## src/rtl/gpu_pkg.sv

```systemverilog
// Shared opcode, instruction-field and dispatcher-state definitions for the
// framebuffer instruction path.
package gpu_pkg;

  localparam logic [7:0] OP_NOP        = 8'h00;
  localparam logic [7:0] OP_SET_CURSOR = 8'h01;
  localparam logic [7:0] OP_PUT_PIXEL  = 8'h02;
  localparam logic [7:0] OP_FILL       = 8'h03;
  localparam logic [7:0] OP_CLEAR      = 8'h04;

  localparam int OPC_LSB  = 0;
  localparam int ARGC_LSB = 8;
  localparam int ARGB_LSB = 16;
  localparam int ARGA_LSB = 24;

  // Field order matches the bit positions above (arg_a is the MSB byte).
  typedef struct packed {
    logic [7:0] arg_a;
    logic [7:0] arg_b;
    logic [7:0] arg_c;
    logic [7:0] opcode;
  } instr_t;

  typedef enum logic [1:0] {
    ST_IDLE,
    ST_DECODE,
    ST_WRITE,
    ST_RELEASE
  } disp_state_e;

  function automatic instr_t unpack_instr(input logic [31:0] w);
    instr_t r;
    r.opcode = w[OPC_LSB  +: 8];
    r.arg_c  = w[ARGC_LSB +: 8];
    r.arg_b  = w[ARGB_LSB +: 8];
    r.arg_a  = w[ARGA_LSB +: 8];
    return r;
  endfunction

endpackage

```

## src/rtl/cursor_tracker.sv

```systemverilog
// Framebuffer cursor: x/y position plus linear address, kept in step
// incrementally so the per-pixel advance needs no multiplier.
module cursor_tracker #(
  parameter int H_RES  = 160,
  parameter int V_RES  = 120,
  parameter int ADDR_W = 15,
  parameter int X_W    = $clog2(H_RES),
  parameter int Y_W    = $clog2(V_RES)
) (
  input  logic              i_clk,
  input  logic              i_reset_n,
  input  logic              i_clear,
  input  logic              i_load,
  input  logic [X_W-1:0]    i_x,
  input  logic [Y_W-1:0]    i_y,
  input  logic              i_advance,
  output logic [ADDR_W-1:0] o_addr
);

  logic [X_W-1:0]    x_q, x_d;
  logic [Y_W-1:0]    y_q, y_d;
  logic [ADDR_W-1:0] addr_q, addr_d;
  logic [ADDR_W-1:0] load_addr;

  // Multiply only on an explicit load, never on the advance path.
  assign load_addr = ADDR_W'(i_y) * ADDR_W'(H_RES) + ADDR_W'(i_x);

  always_comb begin
    x_d    = x_q;
    y_d    = y_q;
    addr_d = addr_q;
    if (i_clear) begin
      x_d    = '0;
      y_d    = '0;
      addr_d = '0;
    end else if (i_load) begin
      x_d    = i_x;
      y_d    = i_y;
      addr_d = load_addr;
    end else if (i_advance) begin
      if (x_q == X_W'(H_RES - 1)) begin
        x_d = '0;
        if (y_q == Y_W'(V_RES - 1)) begin
          y_d    = '0;
          addr_d = '0;
        end else begin
          y_d    = y_q + 1'b1;
          addr_d = addr_q + 1'b1;
        end
      end else begin
        x_d    = x_q + 1'b1;
        addr_d = addr_q + 1'b1;
      end
    end
  end

  always_ff @(posedge i_clk or negedge i_reset_n) begin
    if (!i_reset_n) begin
      x_q    <= '0;
      y_q    <= '0;
      addr_q <= '0;
    end else begin
      x_q    <= x_d;
      y_q    <= y_d;
      addr_q <= addr_d;
    end
  end

  assign o_addr = addr_q;

endmodule

```

## src/rtl/instruction_dispatcher.sv

```systemverilog
// Decodes buffered 32-bit drawing instructions and sequences framebuffer pixel
// writes. Optional DISPATCH_VBLANK_SYNC_EN gates writes on i_vblank.
module instruction_dispatcher
  import gpu_pkg::*;
#(
  parameter int H_RES  = 160,
  parameter int V_RES  = 120,
  parameter int ADDR_W = 15,
  parameter int PIX_W  = 8
) (
  input  logic              i_clk,
  input  logic              i_reset_n,
  input  logic              i_instr_ready,
  input  logic [31:0]       i_instruction,
  output logic              o_buf_release,
  output logic              o_fb_valid,
  input  logic              i_fb_ready,
`ifdef DISPATCH_VBLANK_SYNC_EN
  input  logic              i_vblank,
`endif
  output logic [ADDR_W-1:0] o_fb_addr,
  output logic [PIX_W-1:0]  o_fb_data,
  output logic              o_busy,
  output logic              o_err
);

  localparam int X_W   = $clog2(H_RES);
  localparam int Y_W   = $clog2(V_RES);
  localparam int CNT_W = (ADDR_W + 1 > 16) ? ADDR_W + 1 : 16;
  localparam logic [CNT_W-1:0] FRAME_PIX = CNT_W'(H_RES * V_RES);

  disp_state_e       state_q, state_d;
  instr_t            instr_q, instr_d;
  logic [CNT_W-1:0]  rem_q, rem_d;
  logic              skip_q, skip_d;

  logic              cur_clear, cur_load, cur_adv;
  logic              err;
  logic              wr_gate;
  logic              fire;
  logic [CNT_W-1:0]  fill_cnt;
  logic              xy_ok;

`ifdef DISPATCH_VBLANK_SYNC_EN
  assign wr_gate = i_vblank;
`else
  assign wr_gate = 1'b1;
`endif

  assign o_fb_valid = (state_q == ST_WRITE) && wr_gate;
  assign fire       = o_fb_valid && i_fb_ready;
  assign fill_cnt   = CNT_W'({instr_q.arg_b, instr_q.arg_c});
  assign xy_ok      = (int'(instr_q.arg_a) < H_RES) && (int'(instr_q.arg_b) < V_RES);

  always_comb begin
    state_d   = state_q;
    instr_d   = instr_q;
    rem_d     = rem_q;
    skip_d    = 1'b0;
    cur_clear = 1'b0;
    cur_load  = 1'b0;
    cur_adv   = 1'b0;
    err       = 1'b0;
    case (state_q)
      ST_IDLE: begin
        // Buffer ready lingers one cycle past its release; don't re-launch on it.
        if (i_instr_ready && !skip_q) begin
          instr_d = unpack_instr(i_instruction);
          state_d = ST_DECODE;
        end
      end
      ST_DECODE: begin
        state_d = ST_RELEASE;
        case (instr_q.opcode)
          OP_NOP: ;
          OP_SET_CURSOR: begin
            if (xy_ok) cur_load = 1'b1;
            else       err      = 1'b1;
          end
          OP_PUT_PIXEL: begin
            rem_d   = CNT_W'(1);
            state_d = ST_WRITE;
          end
          OP_FILL: begin
            rem_d = fill_cnt;
            if (fill_cnt != '0) state_d = ST_WRITE;
          end
          OP_CLEAR: begin
            cur_clear = 1'b1;
            rem_d     = FRAME_PIX;
            state_d   = ST_WRITE;
          end
          default: err = 1'b1;
        endcase
      end
      ST_WRITE: begin
        if (fire) begin
          cur_adv = 1'b1;
          rem_d   = rem_q - 1'b1;
          if (rem_q == CNT_W'(1)) state_d = ST_RELEASE;
        end
      end
      ST_RELEASE: begin
        skip_d  = 1'b1;
        state_d = ST_IDLE;
      end
      default: state_d = ST_IDLE;
    endcase
  end

  always_ff @(posedge i_clk or negedge i_reset_n) begin
    if (!i_reset_n) begin
      state_q <= ST_IDLE;
      instr_q <= '0;
      rem_q   <= '0;
      skip_q  <= 1'b0;
    end else begin
      state_q <= state_d;
      instr_q <= instr_d;
      rem_q   <= rem_d;
      skip_q  <= skip_d;
    end
  end

  cursor_tracker #(
    .H_RES (H_RES),
    .V_RES (V_RES),
    .ADDR_W(ADDR_W),
    .X_W   (X_W),
    .Y_W   (Y_W)
  ) u_cursor (
    .i_clk    (i_clk),
    .i_reset_n(i_reset_n),
    .i_clear  (cur_clear),
    .i_load   (cur_load),
    .i_x      (X_W'(instr_q.arg_a)),
    .i_y      (Y_W'(instr_q.arg_b)),
    .i_advance(cur_adv),
    .o_addr   (o_fb_addr)
  );

  assign o_fb_data     = instr_q.arg_a[PIX_W-1:0];
  assign o_buf_release = (state_q == ST_RELEASE);
  assign o_busy        = (state_q != ST_IDLE);
  assign o_err         = err;

endmodule

```

## config.mk

```make
export PLATFORM = sky130hd
export DESIGN_NAME = instruction_dispatcher
export DESIGN_NICKNAME = d
export VERILOG_FILES = /design/src/rtl/gpu_pkg.sv /design/src/rtl/cursor_tracker.sv /design/src/rtl/instruction_dispatcher.sv
export SDC_FILE = /design/constraint.sdc
export NUM_CORES = 1
export LEC_CHECK = 0
export CORE_ASPECT_RATIO = 1.25
export CORE_MARGIN = 10
export CORE_UTILIZATION = 50
export CTS_BUF_LIST = sky130_fd_sc_hd__clkbuf_8
export CTS_CLUSTER_SIZE = 8
export DETAILED_ROUTE_END_ITERATION = 10
export HOLD_SLACK_MARGIN = 0.02
export PLACE_DENSITY = 0.72
export SKIP_LAST_GASP = 1
export SLEW_MARGIN = 5
export SYNTH_ARGS = -nofsm -noshare
export SYNTH_HDL_FRONTEND = slang
export SYNTH_SLANG_ARGS = --single-unit
```

## constraint.sdc

```tcl
create_clock -name i_clk -period 7.65 [get_ports i_clk]
set_clock_uncertainty 0.2 [all_clocks]
set_input_delay 1.53 -clock i_clk [delete_from_list [all_inputs] [get_ports i_clk]]
set_output_delay 1.53 -clock i_clk [all_outputs]
set_load 0.05 [all_outputs]
```

# Word-level counts from Yosys, hierarchy flattened
# Index checks and enable logic that the tools add are counted.
[word_totals]
register_bits = 81
in_bits = 36
out_inout_bits = 27
word_cells = 83
[op_classes]
n_addsub = 5
mul = 1
n_lt_le_gt_ge = 2
n_eq_ne = 14
muxes = 34
reduce_logical = 17
[ops]
columns = ["cell", "count"]
rows = [
  ["$mux W15", 5],
  ["$pmux W16 S3", 1],
  ["$mux W7", 5],
  ["$mux W8", 4],
  ["$pmux W16 S2", 1],
  ["$eq A16 B1 Y1 const B", 1],
  ["$eq A8 B2 Y1 const B", 2],
  ["$mux W16", 1],
  ["$reduce_bool A16 Y1", 1],
  ["$sub A16 B1 Y16 const B", 1],
  ["$add A15 B1 Y15 const B", 1],
  ["$add A15 B8 Y15", 1],
  ["$mux W1", 11],
  ["$mul A7 B3 Y10 const B", 1],
  ["$add A8 B1 Y8 const B", 1],
  ["$eq A8 B1 Y1 const B", 1],
  ["$eq A8 B3 Y1 const B", 1],
  ["$eq A8 B8 Y1 const B", 1],
  ["$logic_not A8 Y1", 1],
  ["$lt A8 B7 Y1 const B", 1],
  ["$lt A8 B8 Y1 const B", 1],
  ["$pmux W2 S4", 1],
  ["$add A7 B1 Y7 const B", 1],
  ["$eq A7 B7 Y1 const B", 1],
  ["other kinds (16)", 27],
]

# Depth between registers and ports, before layout
# Gate-level depths: netlist of run 1.
[logic_depth]
depth_word = 7
mapped_depth = 10
ltp_nobuf = 10

# Hierarchy
# From an unflattened synthesis of run 1, not the netlist that was laid out.
[hier_totals]
hier_cells = 547
area_unflattened_um2 = 5365.1
[by_module_without_submodules]
columns = ["module", "instances", "cells_per_inst", "area_per_inst_um2", "seq_area_each_um2"]
rows = [
  ["instruction_dispatcher", 1, 260, 2950.3, 1276.2],
  ["cursor_tracker", 1, 287, 2414.8, 750.7],
]

# Worst setup path after synthesis of run 1
# Ideal clock, no wire load.
[synth_timing]
kind = "register to output"
start = "register instr_q (netlist bit fill_cnt[14])"
end = "output port o_err"
t_arrival_ns = 1.747
required_time_ns = 5.920
path_slack_ns = 4.173
stages_incl_launch_ff = 6
n_path_buf = 1
cell_sequence = "dfrtp_1 > clkbuf_1 > a41oi_1 > a21oi_1 > o22ai_1 > a21oi_1"
[synth_between]
elab_chain_len = 5
[synth_lines]
columns = ["element", "line_no", "text"]
rows = [
  ["start: declaration", "instruction_dispatcher.sv:33", "instr_t instr_q, instr_d;"],
  ["start signal: assignment", "instruction_dispatcher.sv:119", "instr_q <= instr_d;"],
  ["$lt A8 B7 Y1", "instruction_dispatcher.sv:53", "assign xy_ok = (int'(instr_q.arg_a) < H_RES) && (int'(instr_q.arg_b) < V_RES);"],
  ["$logic_and A1 B1 Y1", "instruction_dispatcher.sv:53", ""],
  ["$mux W1", "instruction_dispatcher.sv:77", "if (xy_ok) cur_load = 1'b1;"],
  ["$pmux W1 S2", "instruction_dispatcher.sv:74", "case (instr_q.opcode)"],
  ["$mux W1", "instruction_dispatcher.sv:64", "case (state_q)"],
  ["end: declaration", "instruction_dispatcher.sv:24", "output logic o_err"],
]
# No other way between the ends.

# Worst setup path after layout of run 1
[layout_timing]
start = "register state_q[0]"
end = "output port o_fb_valid"
[layout_between]
elab_chain_len = 1
[layout_lines]
columns = ["element", "line_no", "text"]
rows = [
  ["start: declaration", "instruction_dispatcher.sv:32", "disp_state_e state_q, state_d;"],
  ["start signal: assignment", "instruction_dispatcher.sv:118", "state_q <= state_d;"],
  ["$eq A2 B2 Y1", "instruction_dispatcher.sv:50", "assign o_fb_valid = (state_q == ST_WRITE) && wr_gate;"],
  ["end: declaration", "instruction_dispatcher.sv:16", "output logic o_fb_valid,"],
]
# No other way between the ends.

==> results of run 1 <==
## metrics by stage
stage / power (W) / setup slack, ns
2_1_floorplan: 0.00200 / 4.17
4_1_cts: 0.00277 / 3.34
3_5_place_dp: 0.00241 / 3.70
5_1_grt: 0.00298 / 3.21
3_3_place_gp: 0.00236 / 3.76
6_report: 0.00276 / 3.34
## registers in the layout (all words and copies together), names as in the netlist, 2 cells and up
name / flops
o_fb_data: 8
rem_q: 16
state_q: 2
u_cursor.x_q: 8
u_cursor.y_q: 7
fill_cnt: 16
u_cursor.o_addr: 15
instr_q: 8
## power by group
| group | leakage, nW | internal (W) | switching [W] |
|---|---|---|---|
| clock | 0.104 | 0.000190 | 0.000162 |
| sequential | 0.979 | 0.000619 | 0.000257 |
| combinational | 1.24 | 0.000629 | 0.000902 |
## per-layer routing
layer | global-route usage [%] | wire length [um] | vias up
met4 | 8.81 | 386 | 0
met5 | 0 | 0 | -
met1 | 21.7 | 5020 | 2110
met2 | 30.0 | 6440 | 156
met3 | 3.47 | 761 | 36
li1 | - | - | 2041
## how the worst max path moves through the flow
stage | cells after the start | from | endpoint
2_1_floorplan | 5 | fill_cnt[14] | o_err
3_3_place_gp | 6 | i_fb_ready | u_cursor.y_q[6]
3_5_place_dp | 7 | i_fb_ready | u_cursor.x_q[7]
4_1_cts | 3 | state_q[0] | o_fb_valid
5_1_grt | 3 | state_q[0] | o_fb_valid
6_report | 3 | state_q[0] | o_fb_valid
## worst register-to-register path, delay by kind of cell, from the launching register on
kind | cells | cell delay [ns]
buf+inv | 1 | 0.10
compound gates | 1 | 0.09
mux | 1 | 0.20
simple gates | 3 | 1.40
flops | 1 | 0.42
fa+ha+maj | 1 | 0.72
## cells by family after synthesis
family                     Yosys count  synth area share, %
AOI/OAI and AO/OA                  153                 19.7
xor gates and xnor gates            16                 2.82
adders and majority gates           24                 6.35
buffers and inverters               55                 5.09
DFF                                 81                 40.8
muxes                               35                 7.86
and+or+nand+nor                    166                 17.4
## layout make-up
type	instances	area share, %
clock inverters	5	1.38
flip-flops and latches	81	34.9
multi-input cells	394	46.3
clock buffers	10	2.37
inverters	21	1.36
well taps	126	2.71
repair buffers	65	11.0
## cells in the mapped netlist, drive strengths merged, types with 3 or more instances
| cell | instances |
|---|---|
| dfrtp | 81 |
| o21ai | 49 |
| nor2 | 48 |
| a21oi | 33 |
| mux2 | 32 |
| nand2 | 26 |
| nor3 | 23 |
| ha | 22 |
| inv | 21 |
| nand3 | 21 |
| clkbuf | 18 |
| a211oi | 16 |
| buf | 16 |
| a31oi | 11 |
| nand4 | 10 |
| nor4 | 10 |
| a221oi | 8 |
| xnor2 | 8 |
| xor2 | 8 |
| nand2b | 6 |
| o311a | 5 |
| o31ai | 5 |
| a21o | 4 |
| or3 | 4 |
| a22oi | 3 |
| and3 | 3 |
| and4 | 3 |
| mux2i | 3 |
| or4 | 3 |
==> results_dict.tcl, run 1 <==
set metrics [dict create \
    cts_resized 0 \
    holdWs_ns 0.313 \
    yosys_register_bits 81 \
    worstPathArrival_ns 2.58 \
    worst_slew_pin_slew_ns 1.04 \
    timing_worst_setup_path_type "reg2out" \
    hold_path_class "reg2reg" \
    dp_cells 687 \
    max_cap_viol_count 0 \
    cts.htree.levels 3 \
    fp.dieH_um 131 \
    r2r-end "u_cursor.y_q[6]" \
    nets 632 \
    drt_iter0_drc 278 \
    areaGrowthSynthToFinish_pct 17.1 \
    gr-total-overflow 0 \
    setup_viol 0 \
    hold_viol 0 \
    rsz0062_at_grt "false" \
    post-route-period-util_pct 56.3 \
    cts_root_buffer "clkbuf_8" \
    die-area_um2 14300 \
    async_reset_ff_share_pct 100 \
    syn_nets 590 \
    n_antenna_cell 0 \
    fillers 839 \
    cts.sinks 81 \
    finalSetupTns_ns 0 \
    syn_area_per_cell_um2 9.37 \
    antenna_found_initial 0 \
    layout-drive-gt1-share_pct 10.8 \
    synthFlopType "dfrtp_1" \
    crit_fanout 19 \
    wl_per_cell_um 18.0 \
    io_buffers 62 \
    crit_path_max_incr_delay_ns 0.96 \
    crit_family "buffers and inverters" \
    cts_tree "done" \
    r2r_start "state_q[0]" \
    syn_area_um2 4970 \
    finalWeightedCongestion 0.895 \
    period_needed_ns 4.31 \
    final_common_cell "dfrtp_1" \
    synth_edf_count 0 \
    grt_pass1_vias 4399 \
    max_freq_mhz 232 \
    synth_cell_types 59 \
    worstHoldEndpoint "instr_q[5]" \
    dr.pass1.iters 5 \
    ir_drop_v 0.000230 \
    ff2ff_setup_slack_ns 4.39 \
    drt_wl_total_mm 12.6 \
    synth_area_leaders "dfrtp_1, mux2_2, ha_1, nor2_1, a21oi_1" \
    seq_area_um2 2030 \
    cts.path.max_buffers 2 \
    grt_max_degree 82 \
    synth_top_cell_area_share_pct 40.8 \
    layoutNonFillerInstCount 702 \
    yosysWarnings 0 \
    core_area_um2 9660 \
    clk_transition_reported_paths_ns 0.07 \
    cp_slowest_cell "clkdlybuf4s50_1" \
    min_from "instr_q[5]" \
    grt_usage_pct 18.1 \
    num_vias 4343 \
    synth_top_area_cell "dfrtp_1" \
    ios 63 \
    start_util_pct 51.4 \
    r2r_cells 7 \
    post_cts_buffers 0 \
    cts_made_buffers 9 \
    clkLatencyLatePin_ns 0.38 \
    worstSetupStartpointType "flop" \
    via_per_inst 6.19 \
    required_ns 5.92 \
    holdPathStages 1 \
    hold_buffers 0 \
    die_w_um 109 \
    final_area_um2 5810 \
    status "finished clean" \
    cp_cell_sequence "inv_1, ha_1, clkdlybuf4s50_1" \
    fin_util_pct 60.2 \
    synth_seq_area_share_pct 40.8 \
    rows 40 \
    grt_pass1_wl_mm 21.3 \
    cp-end-kind "output port" \
    postRouteAntennaNets 0 \
    cp.buffers_inverters 2 \
    drc 0 \
    finalMaxSlewViolations 0 \
    slew_headroom_pct 30.5 \
    leakage_nw 2.32 \
    hpwl_mm 9.26 \
    place_area_um2 5600 \
    p_per_area_nw_per_um2 475 \
    final_cell_mix "dfrtp_1, clkdlybuf4s50_1, nor2_1, a21oi_1, mux2_2" \
    multiInputGateArea_um2 2690 \
    synth_cells 530 \
]
No activity file was read; power rests on OpenSTA's default activity.
==> inputs of run 2 (changes only) <==
==> constraint.sdc (replaced) <==
create_clock -name i_clk -period 4.45 [get_ports i_clk]
set_clock_uncertainty 0.2 [all_clocks]
set_input_delay 0.89 -clock i_clk [delete_from_list [all_inputs] [get_ports i_clk]]
set_output_delay 0.89 -clock i_clk [all_outputs]
set_load 0.05 [all_outputs]
==> run 2 against run 1 <==
Net effect: wire length is 1.3% lower; worst hold slack improved by 0.0019 ns; via count fell by 2.2%; design area is 0.30% higher; largest power group unchanged; critical path depth unchanged; sequential share of layout area decreased by 0.10 points.
==> results_dict.tcl, run 2 (synthesis gave the netlist of run 1 again) <==
set metrics [dict create \
    cts_made_buffers 9 \
    p_int_w 0.00248 \
    holdWs_ns 0.315 \
    post_cts_buffers 0 \
    drt_wl_total_mm 12.4 \
    cp_cell_sequence "inv_1, ha_1, clkdlybuf4s50_1" \
    dr.pass1.iters 5 \
    switchingPower_w 0.00225 \
    max_freq_mhz 276 \
    cts_resized 0 \
    path_depth 3 \
    max_cap_viol_count 0 \
    setup.worst_path.start "state_q[0]" \
    worstSetupStartpointType "flop" \
    n_antenna_cell 0 \
    layout-drive-gt1-share_pct 11.1 \
    r2r-end "rem_q[6]" \
    io_buffers 62 \
    cp_slowest_cell "clkdlybuf4s50_1" \
    use_met2_pct 30.3 \
    multiInputGateArea_um2 2690 \
    final_area_um2 5830 \
    post-route-period-util_pct 81.4 \
    finalSetupTns_ns 0 \
    seq_area_um2 2030 \
    worstPathArrival_ns 2.53 \
    core_area_um2 9660 \
    final_cell_mix "dfrtp_1, clkdlybuf4s50_1, nor2_1, a21oi_1, mux2_2" \
    cts.sinks 81 \
    status "finished clean" \
    required_ns 3.36 \
    cp-end-kind "output port" \
    gr-total-overflow 0 \
    hold_path_class "reg2reg" \
    cts_tree "done" \
    timing_worst_setup_path_type "reg2out" \
    clkLatencyLatePin_ns 0.38 \
    fp.dieH_um 131 \
    clockPowerShare_pct 13.2 \
    crit_fanout 19 \
    cts.path.max_buffers 2 \
    start_util_pct 51.4 \
    hpwl_mm 9.19 \
    rows 40 \
    worst_slew_pin_slew_ns 1.01 \
    drt_iter0_drc 207 \
    place_area_um2 5600 \
    crit_path_max_incr_delay_ns 0.96 \
    postRouteAntennaNets 0 \
    cp.buffers_inverters 2 \
    cts.htree.levels 3 \
    leakage_nw 2.34 \
    r2r_cells 8 \
    use_met3_pct 4.99 \
    finalWeightedCongestion 0.838 \
    period_needed_ns 3.62 \
    drc 0 \
    endpoint "o_fb_valid" \
    die-area_um2 14300 \
    grt_pass1_vias 4347 \
    ios 63 \
    hold_viol 0 \
    ff2ff_setup_slack_ns 1.17 \
    grt_max_degree 82 \
    p_per_area_nw_per_um2 811 \
    num_vias 4247 \
    slew_headroom_pct 32.4 \
    nets 633 \
    grt_pass1_wl_mm 21.1 \
    hold_buffers 0 \
    crit_family "buffers and inverters" \
    die_w_um 109 \
    seq_power_share_pct 31.7 \
    cts_root_buffer "clkbuf_8" \
    fillers 814 \
    setup_viol 0 \
    antenna_found_initial 0 \
    top_usage_layer "met2" \
    clk_transition_reported_paths_ns 0.08 \
    final_common_cell "dfrtp_1" \
    finalMaxSlewViolations 0 \
    via_per_inst 6.03 \
    rsz0062_at_grt "false" \
    holdPathStages 2 \
    areaGrowthSynthToFinish_pct 17.4 \
    ir_drop_v 0.000348 \
    r2r_start "state_q[0]" \
    comb_power_share_pct 55.2 \
    grt_use_met1_pct 20.4 \
    grt_usage_pct 17.9 \
    wl_per_cell_um 17.7 \
    switching_share_pct 47.6 \
]
## run 2: changes by cell type in the layout (fill, tap and decap cells not counted), sizes merged
| cell | delta |
|---|---|
| buf | +1 |
| clkinv | +1 |
| clkinvlp | -1 |
| inv | +1 |
## run 2: power groups by stage
| stage | logic, W | clock network [W] | registers, W |
|---|---|---|---|
| floorplan | 0.00187 | 0 | 0.00156 |
| global placement | 0.00254 | 0 | 0.00149 |
| detailed placement | 0.00260 | 0 | 0.00150 |
| CTS | 0.00262 | 0.000629 | 0.00149 |
| global route | 0.00288 | 0.000670 | 0.00155 |
| finish | 0.00261 | 0.000622 | 0.00150 |
## run 2: how the worst min path moves through the flow
stage,end,startpoint,slack [ns]
6_report,rem_q[13],rem_q[13],0.32
3_5_place_dp,rem_q[13],rem_q[13],0.30
5_1_grt,instr_q[7],instr_q[7],0.34
3_3_place_gp,instr_q[5],instr_q[5],0.29
4_1_cts,rem_q[13],rem_q[13],0.32
2_1_floorplan,rem_q[13],rem_q[13],0.27
## run 2: final cells by class
class | instances | share of cell area [%]
timing repair buffer | 66 | 11.1
clock inverter | 6 | 1.54
sequential | 81 | 34.8
clock buffer | 10 | 2.36
tap | 126 | 2.70
inverter | 21 | 1.35
multi-input combinational | 394 | 46.2
## run 2: per-layer routing
layer,vias to the layer above,wire length [um]
met1,2068,5000
met3,28,666
met2,107,6470
met5,-,0
met4,0,301
li1,2044,-
## run 2: per-stage QoR
stage | utilization [%] | total power, W | setup WS (ns) | instances
2_1_floorplan | - | 0.00343 | 1.61 | 530
3_3_place_gp | 58.0 | 0.00403 | 1.21 | 688
3_5_place_dp | 58.0 | 0.00411 | 1.13 | 688
4_1_cts | 60.4 | 0.00475 | 0.801 | 704
5_1_grt | 60.4 | 0.00510 | 0.669 | 704
6_report | 60.4 | 0.00473 | 0.829 | 704
## run 2: worst register-to-register path, delay by kind of cell (launching register included)
kind	cells	cell delay, ns
fa+ha+maj	1	0.68
flops	1	0.43
buf+inv	3	0.85
simple gates	1	0.08
compound gates	3	0.96
==> inputs of run 3 (changes only) <==
--- a/config.mk
+++ b/config.mk
@@ -12,7 +12,7 @@
 export CTS_CLUSTER_SIZE = 8
 export DETAILED_ROUTE_END_ITERATION = 10
 export HOLD_SLACK_MARGIN = 0.02
-export PLACE_DENSITY = 0.72
+export PLACE_DENSITY = 0.75
 export SKIP_LAST_GASP = 1
 export SLEW_MARGIN = 5
 export SYNTH_ARGS = -nofsm -noshare
==> constraint.sdc (replaced) <==
create_clock -name i_clk -period 3.2 [get_ports i_clk]
set_clock_uncertainty 0.2 [all_clocks]
set_input_delay 0.64 -clock i_clk [delete_from_list [all_inputs] [get_ports i_clk]]
set_output_delay 0.64 -clock i_clk [all_outputs]
set_load 0.05 [all_outputs]
==> run 3 against run 2 <==
Net effect: non-clock buffer count is 12 higher; worst setup slack worse by 0.56 ns; clock-buffer cell count did not move.
==> results_dict.tcl, run 3 (synthesis gave the netlist of run 1 again) <==
set metrics [dict create \
    dr.pass1.iters 5 \
    multiInputGateArea_um2 2690 \
    fp.dieH_um 131 \
    hold_buffers 0 \
    grt_usage_pct 17.7 \
    via_per_inst 6.03 \
    drt_wl_total_mm 12.2 \
    layout-drive-gt1-share_pct 13.2 \
    clkLatencyLatePin_ns 0.37 \
    antenna_found_initial 0 \
    finalSetupTns_ns 0 \
    status "finished clean" \
    drt_iter0_drc 212 \
    grt_max_degree 41 \
    cts_resized 0 \
    io_buffers 62 \
    gr-total-overflow 0 \
    final_common_cell "dfrtp_1" \
    areaGrowthSynthToFinish_pct 18.2 \
    ir_drop_v 0.000428 \
    seq_area_um2 2030 \
    cp-end-kind "flop" \
    drc 0 \
    num_vias 4319 \
    grt_pass1_wl_mm 21.0 \
    die_w_um 109 \
    period_needed_ns 2.93 \
    grt_pass1_vias 4403 \
    start_util_pct 51.4 \
    p_per_area_nw_per_um2 1100 \
    die-area_um2 14300 \
    n_antenna_cell 0 \
    nets 645 \
    cts_made_buffers 9 \
    core_area_um2 9660 \
    timing_worst_setup_path_type "reg2reg" \
    clk_transition_reported_paths_ns 0.09 \
    finalWeightedCongestion 0.894 \
    crit_fanout 7 \
    cts_root_buffer "clkbuf_8" \
    layoutNonFillerInstCount 716 \
    cts_tree "done" \
    max_freq_mhz 342 \
    final_cell_mix "dfrtp_1, clkdlybuf4s50_1, nor2_1, a21oi_1, mux2_2" \
    worstSetupStartpointType "flop" \
    finalMaxSlewViolations 0 \
    dp_cells 700 \
    slew_headroom_pct 64.0 \
    hpwl_mm 9.12 \
    worst_slew_pin_slew_ns 0.540 \
    rows 40 \
    hold_viol 0 \
    postRouteAntennaNets 0 \
    post-route-period-util_pct 91.5 \
    hold_path_class "in2async" \
    leakage_nw 2.37 \
    ios 63 \
    fillers 821 \
    cts.sinks 81 \
    cts.path.max_buffers 2 \
    wl_per_cell_um 17.0 \
    rsz0062_at_grt "false" \
    required_ns 3.28 \
    post_cts_buffers 0 \
    holdWs_ns 0.0308 \
    max_cap_viol_count 0 \
    cts.htree.levels 3 \
    worstPathArrival_ns 3.00 \
    setup_viol 0 \
]
[run 3: final cells by class]
type / instances / share of cell area, %
timing repair buffer: 78 / 12.5
multi-input combinational: 394 / 45.9
clock buffer: 10 / 2.34
inverter: 21 / 1.34
tap: 126 / 2.69
clock inverter: 6 / 0.725
sequential: 81 / 34.5
[run 3: worst max-delay path, stage by stage (launching register included)]
cell and delay [ns]:
dfrtp_1 0.48, ha_1 0.33, ha_1 0.16, inv_1 0.05, fa_1 0.39, xnor2_1 0.23
nand3b_1 0.17, nor3_1 0.29, nand3_1 0.14, xnor2_1 0.15, a211oi_1 0.24
[run 3: power breakdown]
group	leakage, nW	switching [W]	total (W)	internal (W)
Clock	0.0887	0.000395	0.000698	0.000304
Sequential	0.979	0.000574	0.00206	0.00148
Combinational	1.31	0.00218	0.00372	0.00155
[run 3: final timing paths]
check	from	end	slack (ns)	cells after the start
setup / recovery	fill_cnt[9]	u_cursor.o_addr[13]	0.27	10
hold / removal	i_reset_n	u_cursor.o_addr[11]	0.03	1
min in group i_clk	rem_q[13]	rem_q[13]	0.31	2
max in group asynchronous	i_reset_n	rem_q[13]	2.08	2
hold reg to reg	rem_q[13]	rem_q[13]	0.31	2
setup reg to reg	fill_cnt[9]	u_cursor.o_addr[13]	0.27	10
[run 3: stage by stage]
stage	power, W	setup WS (ns)	util (%)	instance area [um2]
detailed placement	0.00577	0.370	58.9	5690
floorplan	0.00477	0.498	-	4970
finish	0.00648	0.273	60.8	5870
CTS	0.00650	0.305	60.8	5870
global placement	0.00565	0.511	58.9	5690
global route	0.00702	0.0374	60.8	5870
[run 3: per-layer routing]
| metal | GRT usage [%] | up-vias | wire length, um |
|---|---|---|---|
| met2 | 30.5 | 145 | 6320 |
| met1 | 20.0 | 2066 | 4780 |
| li1 | - | 2076 | - |
| met5 | 0 | - | 0 |
| met4 | 7.05 | 0 | 331 |
| met3 | 4.60 | 32 | 760 |
